### src/rtl/ofs_serializer_if.sv
// ofs_serializer_if: word handshake between an upstream source and the serializer.
// The source drives a word plus end-of-stream marker; the serializer answers with ready.
interface ofs_serializer_if #(
    parameter int WIDTH = 4
);
    logic [WIDTH-1:0] DIN;
    logic             DLAST;
    logic             DVALID;
    logic             DREADY;

    modport master (output DIN, output DLAST, output DVALID, input DREADY);
    modport slave  (input DIN, input DLAST, input DVALID, output DREADY);
endinterface

### src/rtl/ofs_serializer.sv
// ofs_serializer: parallel-to-serial feeder for an I/O-cell output flip-flop.
// A holding register in front of the shift register gives gap-free streaming.
// At stream end one PARK cycle clocks the idle level into the output flop.
// All outputs come straight from flops; nothing combinational reaches a pin.
module ofs_serializer #(
    parameter int   WIDTH     = 4,
    parameter logic IDLE_VAL  = 1'b0,
    parameter int   MSB_FIRST = 0
) (
    input  logic            SCLK,
    input  logic            RSTN,
    ofs_serializer_if.slave s_word,
    output logic            SDO,
    output logic            SDO_EN,
    output logic            BUSY,
    output logic            UNDERRUN,
    input  logic            CLR_UNDR
);

    localparam int               CNT_W    = $clog2(WIDTH);
    localparam logic [CNT_W-1:0] CNT_LOAD = CNT_W'(WIDTH - 1);

    typedef enum logic [1:0] {
        S_IDLE  = 2'd0,
        S_SHIFT = 2'd1,
        S_PARK  = 2'd2
    } state_t;

    state_t           r_state;
    state_t           w_state_nxt;
    logic [WIDTH-1:0] r_sreg;
    logic [WIDTH-1:0] w_sreg_nxt;
    logic             r_sreg_last;
    logic             w_sreg_last_nxt;
    logic [CNT_W-1:0] r_cnt;
    logic [CNT_W-1:0] w_cnt_nxt;
    logic [WIDTH-1:0] r_hold;
    logic             r_hold_last;
    logic             r_hold_full;
    logic             r_dready;
    logic             r_sdo;
    logic             r_sdo_en;
    logic             r_busy;
    logic             r_underrun;
    logic             w_load;
    logic             w_undr_set;
    logic             w_accept;
    logic             w_hold_full_nxt;

    // Move the shift register on by one bit in the configured order.
    function automatic logic [WIDTH-1:0] f_advance(input logic [WIDTH-1:0] v);
        if (MSB_FIRST != 0) return {v[WIDTH-2:0], 1'b0};
        else                return {1'b0, v[WIDTH-1:1]};
    endfunction

    // Bit that goes on the line next.
    function automatic logic f_head(input logic [WIDTH-1:0] v);
        return (MSB_FIRST != 0) ? v[WIDTH-1] : v[0];
    endfunction

    // DREADY mirrors the next hold occupancy, so it is never high while hold is full.
    assign w_accept        = s_word.DVALID & r_dready;
    assign w_hold_full_nxt = w_accept | (r_hold_full & ~w_load);

    // Next state, shift register and bit counter; reloads from hold take priority.
    always_comb begin
        w_state_nxt     = r_state;
        w_sreg_nxt      = r_sreg;
        w_sreg_last_nxt = r_sreg_last;
        w_cnt_nxt       = r_cnt;
        w_load          = 1'b0;
        w_undr_set      = 1'b0;
        case (r_state)
            S_IDLE: begin
                if (r_hold_full) begin
                    w_load      = 1'b1;
                    w_state_nxt = S_SHIFT;
                end
            end
            S_SHIFT: begin
                w_sreg_nxt = f_advance(r_sreg);
                if (r_cnt != '0) begin
                    w_cnt_nxt = r_cnt - 1'b1;
                end else if (r_hold_full) begin
                    w_load = 1'b1;
                end else begin
                    w_state_nxt = S_PARK;
                    w_undr_set  = ~r_sreg_last;
                end
            end
            S_PARK: begin
                if (r_hold_full) begin
                    w_load      = 1'b1;
                    w_state_nxt = S_SHIFT;
                end else begin
                    w_state_nxt = S_IDLE;
                end
            end
            default: w_state_nxt = S_IDLE;
        endcase
        if (w_load) begin
            w_sreg_nxt      = r_hold;
            w_sreg_last_nxt = r_hold_last;
            w_cnt_nxt       = CNT_LOAD;
        end
    end

    // State, shift register and counter registers.
    always_ff @(posedge SCLK or negedge RSTN) begin
        if (!RSTN) begin
            r_state     <= S_IDLE;
            r_sreg      <= '0;
            r_sreg_last <= 1'b0;
            r_cnt       <= '0;
        end else begin
            r_state     <= w_state_nxt;
            r_sreg      <= w_sreg_nxt;
            r_sreg_last <= w_sreg_last_nxt;
            r_cnt       <= w_cnt_nxt;
        end
    end

    // Holding register and registered ready; ready stays low until the first edge out of reset.
    always_ff @(posedge SCLK or negedge RSTN) begin
        if (!RSTN) begin
            r_hold      <= '0;
            r_hold_last <= 1'b0;
            r_hold_full <= 1'b0;
            r_dready    <= 1'b0;
        end else begin
            if (w_accept) begin
                r_hold      <= s_word.DIN;
                r_hold_last <= s_word.DLAST;
            end
            r_hold_full <= w_hold_full_nxt;
            r_dready    <= ~w_hold_full_nxt;
        end
    end

    // Line outputs registered from the next state so they line up with the shift register.
    always_ff @(posedge SCLK or negedge RSTN) begin
        if (!RSTN) begin
            r_sdo    <= IDLE_VAL;
            r_sdo_en <= 1'b0;
            r_busy   <= 1'b0;
        end else begin
            r_sdo    <= (w_state_nxt == S_SHIFT) ? f_head(w_sreg_nxt) : IDLE_VAL;
            r_sdo_en <= (w_state_nxt != S_IDLE);
            r_busy   <= (w_state_nxt != S_IDLE);
        end
    end

    // Sticky underrun flag; a new underrun beats a simultaneous clear.
    always_ff @(posedge SCLK or negedge RSTN) begin
        if (!RSTN) begin
            r_underrun <= 1'b0;
        end else if (w_undr_set) begin
            r_underrun <= 1'b1;
        end else if (CLR_UNDR) begin
            r_underrun <= 1'b0;
        end
    end

    assign s_word.DREADY = r_dready;
    assign SDO           = r_sdo;
    assign SDO_EN        = r_sdo_en;
    assign BUSY          = r_busy;
    assign UNDERRUN      = r_underrun;

endmodule
### src/flat_wrapper.sv
// flat-port wrapper written by rule: the top's interface ports become plain ports
module ofs_serializer_flat 
#(
    parameter int   WIDTH     = 4,
    parameter logic IDLE_VAL  = 1'b0,
    parameter int   MSB_FIRST = 0
)
  (SCLK, RSTN, SDO, SDO_EN, BUSY, UNDERRUN, CLR_UNDR, s_word_DIN, s_word_DLAST, s_word_DVALID, s_word_DREADY);
  ofs_serializer_if #(.WIDTH(WIDTH)) s_word_i ();
  input  logic SCLK;
  input  logic RSTN;
  output logic SDO;
  output logic SDO_EN;
  output logic BUSY;
  output logic UNDERRUN;
  input  logic CLR_UNDR;
  input wire logic [$bits(s_word_i.DIN)-1:0] s_word_DIN;
  input wire logic [$bits(s_word_i.DLAST)-1:0] s_word_DLAST;
  input wire logic [$bits(s_word_i.DVALID)-1:0] s_word_DVALID;
  output wire logic [$bits(s_word_i.DREADY)-1:0] s_word_DREADY;
  assign s_word_i.DIN = s_word_DIN;
  assign s_word_i.DLAST = s_word_DLAST;
  assign s_word_i.DVALID = s_word_DVALID;
  assign s_word_DREADY = s_word_i.DREADY;
  ofs_serializer #(.WIDTH(WIDTH), .IDLE_VAL(IDLE_VAL), .MSB_FIRST(MSB_FIRST)) u_core (.SCLK(SCLK), .RSTN(RSTN), .s_word(s_word_i), .SDO(SDO), .SDO_EN(SDO_EN), .BUSY(BUSY), .UNDERRUN(UNDERRUN), .CLR_UNDR(CLR_UNDR));
endmodule
### config.mk
export PLATFORM = sky130hd
export DESIGN_NAME = ofs_serializer_flat
export DESIGN_NICKNAME = d
export VERILOG_FILES = /design/src/rtl/ofs_serializer_if.sv /design/src/rtl/ofs_serializer.sv /design/src/flat_wrapper.sv
export SDC_FILE = /design/constraint.sdc
export NUM_CORES = 1
export LEC_CHECK = 0
export CAP_MARGIN = 0
export CORE_MARGIN = 1.5
export CORE_UTILIZATION = 46
export CTS_BUF_LIST = sky130_fd_sc_hd__clkbuf_4
export DETAILED_ROUTE_END_ITERATION = 16
export GPL_TIMING_DRIVEN = 0
export PLACE_DENSITY_LB_ADDON = 0.12
export SLEW_MARGIN = 0
export SYNTH_ARGS = -nofsm -noshare
export SYNTH_HDL_FRONTEND = slang
export SYNTH_SLANG_ARGS = --single-unit
export TNS_END_PERCENT = 50
### constraint.sdc
create_clock -name SCLK -period 3.23 [get_ports SCLK]
set_input_delay 0.4845 -clock SCLK [delete_from_list [all_inputs] [get_ports SCLK]]
set_output_delay 0.4845 -clock SCLK [all_outputs]
set_load 0.05 [all_outputs]
==> results.ini, run 1 <==
[logic_synthesis]
postSynthAreaPerCell_um2=12.39
seq_area_frac_synth_pct=58.63
syn-cell-area_um2=768.2
yosysTopAreaCellShare_pct=58.63
ys_seq_elements=18
synthDistinctLibCells=26
syn_inst=62
ys_top_cells_by_area=dfrtp_1, mux2_1, o21a_1, inv_1, nand2_1
yosys_warnings=0
yosys.area.top_type=dfrtp_1
syn_nets=72

[route]
viasPerCell=5.411
drt_iter0_drc=12
first_pass_iters=4
dr_total_vias=514
wl_per_cell_um=12.75
ant_nets=0
drc=0
wirelength_um=1211

[pwr]
leakage_uw=0.0004137
power_density_nw_per_um2=1013
finalPower_uw=956.8
vdd_ir_drop_max_mv=0.4680

[cts]
clkLatencyLatePin_ns=0.28
ctsRootBufferMaster=clkbuf_4
cts_resized=0
clockBufferDepth=2
cts_sinks=18
cts_buffers=3
clk_pin_slew_ns=0.10
cts_tree=yes
cts-htree-levels=1
cts_setup_buffers=0
cts_hold_buf=0

[worst_setup_path]
path_max_fanout=2
timing.rr.end=u_core.r_sreg_last
reg2regPathDepth=5
end_kind=primary output
reg2reg_from=u_core.r_cnt[0]
crit_path_start_kind=flip-flop
required_ns=2.75
arrival_ns=1.52
rrSetupSlack_ns=1.77
path_class=reg2out
startpoint=u_core.SDO_EN

[layout]
n_fill_cell=129
area_delta_synth_final_pct=22.96
drive_gt1_share_pct=13.92
final_design_area_no_fill_um2=944.7
diodes=0
nets=90
fin_util_pct=61.28

[timing]
finalHoldViolations=0
worst_pin_slew_ns=0.7744
setup_viol=0
setup_ws_ns=1.227
relSlewSlack_pct=48.21
drv_slew=0
min_period_ns=2.003
finClkSkew_ns=0.0007485
tns_ns=0
fin_crit_sh_pct=62.00
timing.fmax_mhz=499.3
rsz0062_at_grt=no

[placed_design]
hpwlAfterDp_um=950
dp_worst_setup_slack_ns=1.542
placed_cell_area_um2=918.4
gp_congestion=0.7188
io_buffers=13

[die]
core_um2=1541
die_x_um=43.87
die-height_um=43.87
die_area_um2=1924
num_rows=14
start_util_pct=49.84
ios=14

[grt]
grt_pass1_wl_um=2297
grt_max_degree=19
antenna_found_initial=0
grt_usage_pct=16.22
grt_overflow=0
grt_pass1_vias=548

[min_path]
hold_class=reg2reg
hold_start=u_core.r_sreg_last
min_to=u_core.UNDERRUN
whs_path_depth=1

[run_status]
status=finished, final reports clean

[flow_run]
drv_cap=0

## power breakdown
| part | total [uW] | leakage [uW] | internal (uW) | switching, uW |
|---|---|---|---|---|
| logic | 458 | 0.000183 | 204 | 253 |
| clock network | 110 | 0.0000154 | 44.8 | 64.8 |
| registers | 389 | 0.000215 | 328 | 61.3 |
| total | 957 | 0.000414 | 577 | 380 |
## cells by family after synthesis
logic type | after synthesis | share of synthesized area [%]
compound gates | 14 | 14.50
fa+ha+maj | 1 | 1.628
buf+inv | 7 | 4.072
flops | 18 | 58.63
mux | 6 | 9.282
simple gates | 16 | 11.89
## worst max path at each step
stage                     endpoint  slack, ns  depth (start not counted)
after CTS                   SDO_EN       1.21                          2
after detailed placement    SDO_EN       1.54                          2
final                       SDO_EN       1.23                          2
after global placement      SDO_EN       1.55                          2
after floorplan             SDO_EN       1.86                          1
after global routing        SDO_EN       1.17                          2
## layer usage
metal  up-vias  part of all wire (%)  global-route usage, %
met2        13                    47                  25.00
met1       242                    48                  22.62
li1        257                     -                      -
met5         -                     0                      0
met3         2                   3.4                  3.750
met4         0                   1.2                  5.455
## metrics by stage
step	hold slack [ns]	std cells
3_5_place_dp	0.4622	91
4_1_cts	0.4776	95
2_1_floorplan	0.1889	62
3_3_place_gp	0.4594	91
5_1_grt	0.5204	95
6_report	0.4827	95
## flip-flops by register name (all words and copies together) (netlist names)
register and flops:
u_core.SDO 1, u_core.r_hold 4, u_core.r_state 2, u_core.r_hold_last 1, u_core.s_word.DREADY 1, u_core.r_hold_full 1, u_core.UNDERRUN 1, u_core.SDO_EN 1
u_core.r_cnt 2, u_core.r_sreg 3, u_core.r_sreg_last 1
## cell type report
cell class              count  area (um2)  area share [%]
plain buffers               2       12.51           1.325
clock buffers               3       22.52           2.384
clock inverters             1       3.754          0.3974
inverters                   5       18.77           1.987
multi-input cells          37       286.5           30.33
flip-flops and latches     18       450.4           47.68
well taps                  16       20.02           2.119
repair buffers             13       130.1           13.77
## cell usage after synthesis, drive strengths merged
library cell and count:
dfrtp 18, mux2 6, nand2 6, inv 5
o21a 4, nand2b 3, a211oi 2, buf 2
nand3 2, o221ai 2, o22a 2, and2 1
and2b 1, and3 1, ha 1, nand4 1
nor3 1, o211ai 1, o21ai 1, o2bb2ai 1
o41ai 1
## critical path: stages, from the launching register on
cell and delay [ns]:
dfrtp_1 0.36, buf_4 0.10, clkdlybuf4s50_1 0.78
## cell usage in the layout, fill, tap and decap left out, drive strengths merged, types with 3 or more instances in the layout
cell type	synthesis	final
o21a	4	4
clkbuf	0	3
clkdlybuf4s50	0	13
dfrtp	18	18
nand2	6	6
inv	5	5
nand2b	3	3
mux2	6	6
(Power assumes the default switching activity.)
==> inputs of run 2 (changes only) <==
clock period = 1.6 ns   (was 3.23 ns; I/O delays follow)
==> results.ini, run 2 (synthesis gave the netlist of run 1 again) <==
[timing]
setup_viol=0  ; unchanged
finClkSkew_ns=0.0006528  ; -0.00009576 ns
rsz0062_at_grt=no
drv_slew=0  ; unchanged
relSlewSlack_pct=48.20  ; about the same
setup_ws_ns=0.1219  ; -1.105 ns
tns_ns=0  ; unchanged
worst_pin_slew_ns=0.7746  ; +0.0001163 ns
min_period_ns=1.478
fin_crit_sh_pct=92.38
finalHoldViolations=0  ; unchanged
timing.fmax_mhz=676.5

[cts]
cts_sinks=18  ; unchanged
clockBufferDepth=2  ; unchanged
cts-htree-levels=1  ; unchanged
clkLatencyLatePin_ns=0.28  ; about the same
clk_pin_slew_ns=0.10  ; about the same
cts_buffers=3  ; unchanged
ctsRootBufferMaster=clkbuf_4
cts_tree=yes

[worst_setup_path]
path_class=reg2out
critical-path-max-stage-delay_ns=0.51  ; -0.27 ns
crit_buf_inv=2  ; unchanged
required_ns=1.36  ; -1.39 ns
slowest_stage=dlygate4sd2_1
arrival_ns=1.24  ; -0.28 ns
path_max_fanout=2  ; unchanged
critical-path-top-delay-family=buffers and inverters
crit_path_cell_trace=buf_4 -> dlygate4sd2_1
crit_path_start_kind=flip-flop
end_kind=primary output

[layout]
most-common-layout-cells=dfrtp_1, clkdlybuf4s50_1, inv_1, nand2_1, dlygate4sd2_1
area_delta_synth_final_pct=22.15
n_fill_cell=133  ; +3.1%
final_design_area_no_fill_um2=938.4  ; -0.66%
nets=90  ; unchanged
diodes=0  ; unchanged
largest_reg_flops=4  ; unchanged
drive_gt1_share_pct=13.92  ; unchanged
mostFrequentLayoutCell=dfrtp_1
top_register=u_core.r_hold
top_regs=u_core.r_hold x4, u_core.r_sreg x3

[die]
core_um2=1541  ; unchanged
die_x_um=43.87  ; unchanged
die_area_um2=1924  ; unchanged
ios=14  ; unchanged
start_util_pct=49.84  ; unchanged
num_rows=14  ; unchanged
die-height_um=43.87  ; unchanged

[pwr]
internal-power_uw=1128  ; +95%
leakage_uw=0.0004203  ; +1.6%
power.switching_uw=763.7  ; +100%
power_density_nw_per_um2=2016  ; +99%
vdd_ir_drop_max_mv=0.9272  ; +98%
sequentialPowerShare_pct=41.4  ; +0.7 points
switching_share_pct=40.37  ; +0.71 points
p_clk_share_pct=11.7  ; +0.2 points
p_comb_share_pct=46.9  ; -0.9 points

[route]
drt_iter0_drc=12  ; unchanged
wl_per_cell_um=12.76  ; about the same
ant_nets=0  ; unchanged
first_pass_iters=4  ; unchanged
wirelength_um=1212  ; about the same
viasPerCell=5.400  ; -0.19%
drc=0  ; unchanged
dr_total_vias=513  ; -0.19%

[flow_run]
drv_cap=0  ; unchanged

[run_status]
status=finished, final reports clean

[grt]
grt_pass1_vias=548  ; unchanged
grt_overflow=0  ; unchanged
met1_usage_pct=22.62  ; unchanged
antenna_found_initial=0  ; unchanged
met2_usage_pct=25.00  ; unchanged
grt_max_degree=19  ; unchanged
grt-busiest-layer=met2
grt_usage_pct=16.22  ; unchanged
grt_pass1_wl_um=2297  ; unchanged
use_met3_pct=3.750  ; unchanged

[placed_design]
hpwlAfterDp_um=950  ; unchanged
placed_cell_area_um2=918.4  ; unchanged
gp_congestion=0.7188  ; unchanged
dp_worst_setup_slack_ns=0.1525  ; -1.389 ns
io_buffers=13  ; unchanged

[min_path]
hold_class=in2async

run 2: changes by cell type in the layout (fill, tap and decap cells not counted):
cell             previous run  this run
clkdlybuf4s50_1            13         8
dlygate4sd2_1               0         5
run 2: cell type report:
class / count / area, um2 / area share (%)
plain buffers: 2 / 12.51 / 1.333
clock buffers: 3 / 22.52 / 2.400
clock inverters: 1 / 3.754 / 0.4000
inverters: 5 / 18.77 / 2.000
multi-input cells: 37 / 286.5 / 30.53
flip-flops and latches: 18 / 450.4 / 48.00
well taps: 16 / 20.02 / 2.133
repair buffers: 13 / 123.9 / 13.20
run 2: worst paths after layout:
path,start,to,slack (ns),cells past startpoint
min reg2reg,u_core.r_sreg_last,u_core.UNDERRUN,0.48,1
max,u_core.SDO_EN,SDO_EN,0.12,2
min,RSTN,u_core.r_hold[2],0.40,1
max reg2reg,u_core.r_cnt[0],u_core.r_sreg_last,0.14,5
min in group SCLK,u_core.r_sreg_last,u_core.UNDERRUN,0.48,1
max in group asynchronous,RSTN,u_core.r_sreg[2],0.72,1
run 2: power by group through the flow:
stage                     clock network, uW  logic [uW]  registers, uW
after floorplan                           0         557            915
after global placement                    0         912            788
after detailed placement                  0         935            795
after CTS                               228         900            784
after global routing                    245         984            816
final                                   221         886            784
run 2: stage by stage:
step	util (%)	hold slack (ns)	std cells	power, uW
floorplan	-	-0.05559	62	1472
detailed placement	59.58	0.4622	91	1730
finish	60.88	0.4036	95	1891
global placement	59.58	0.4594	91	1701
CTS	60.88	0.4305	95	1912
global route	60.88	0.4839	95	2045
run 2: timing repair:
action | CTS | global route
resized for setup | 5 | 0
endpoints found under the setup margin | 5 | 0
buffers inserted | 0 | 0
hold buffers | 0 | 0
run 2: metal layers:
metal	vias up	wire, um
met1	241	582
met4	0	14
met2	13	572
met5	-	0
li1	257	-
met3	2	43
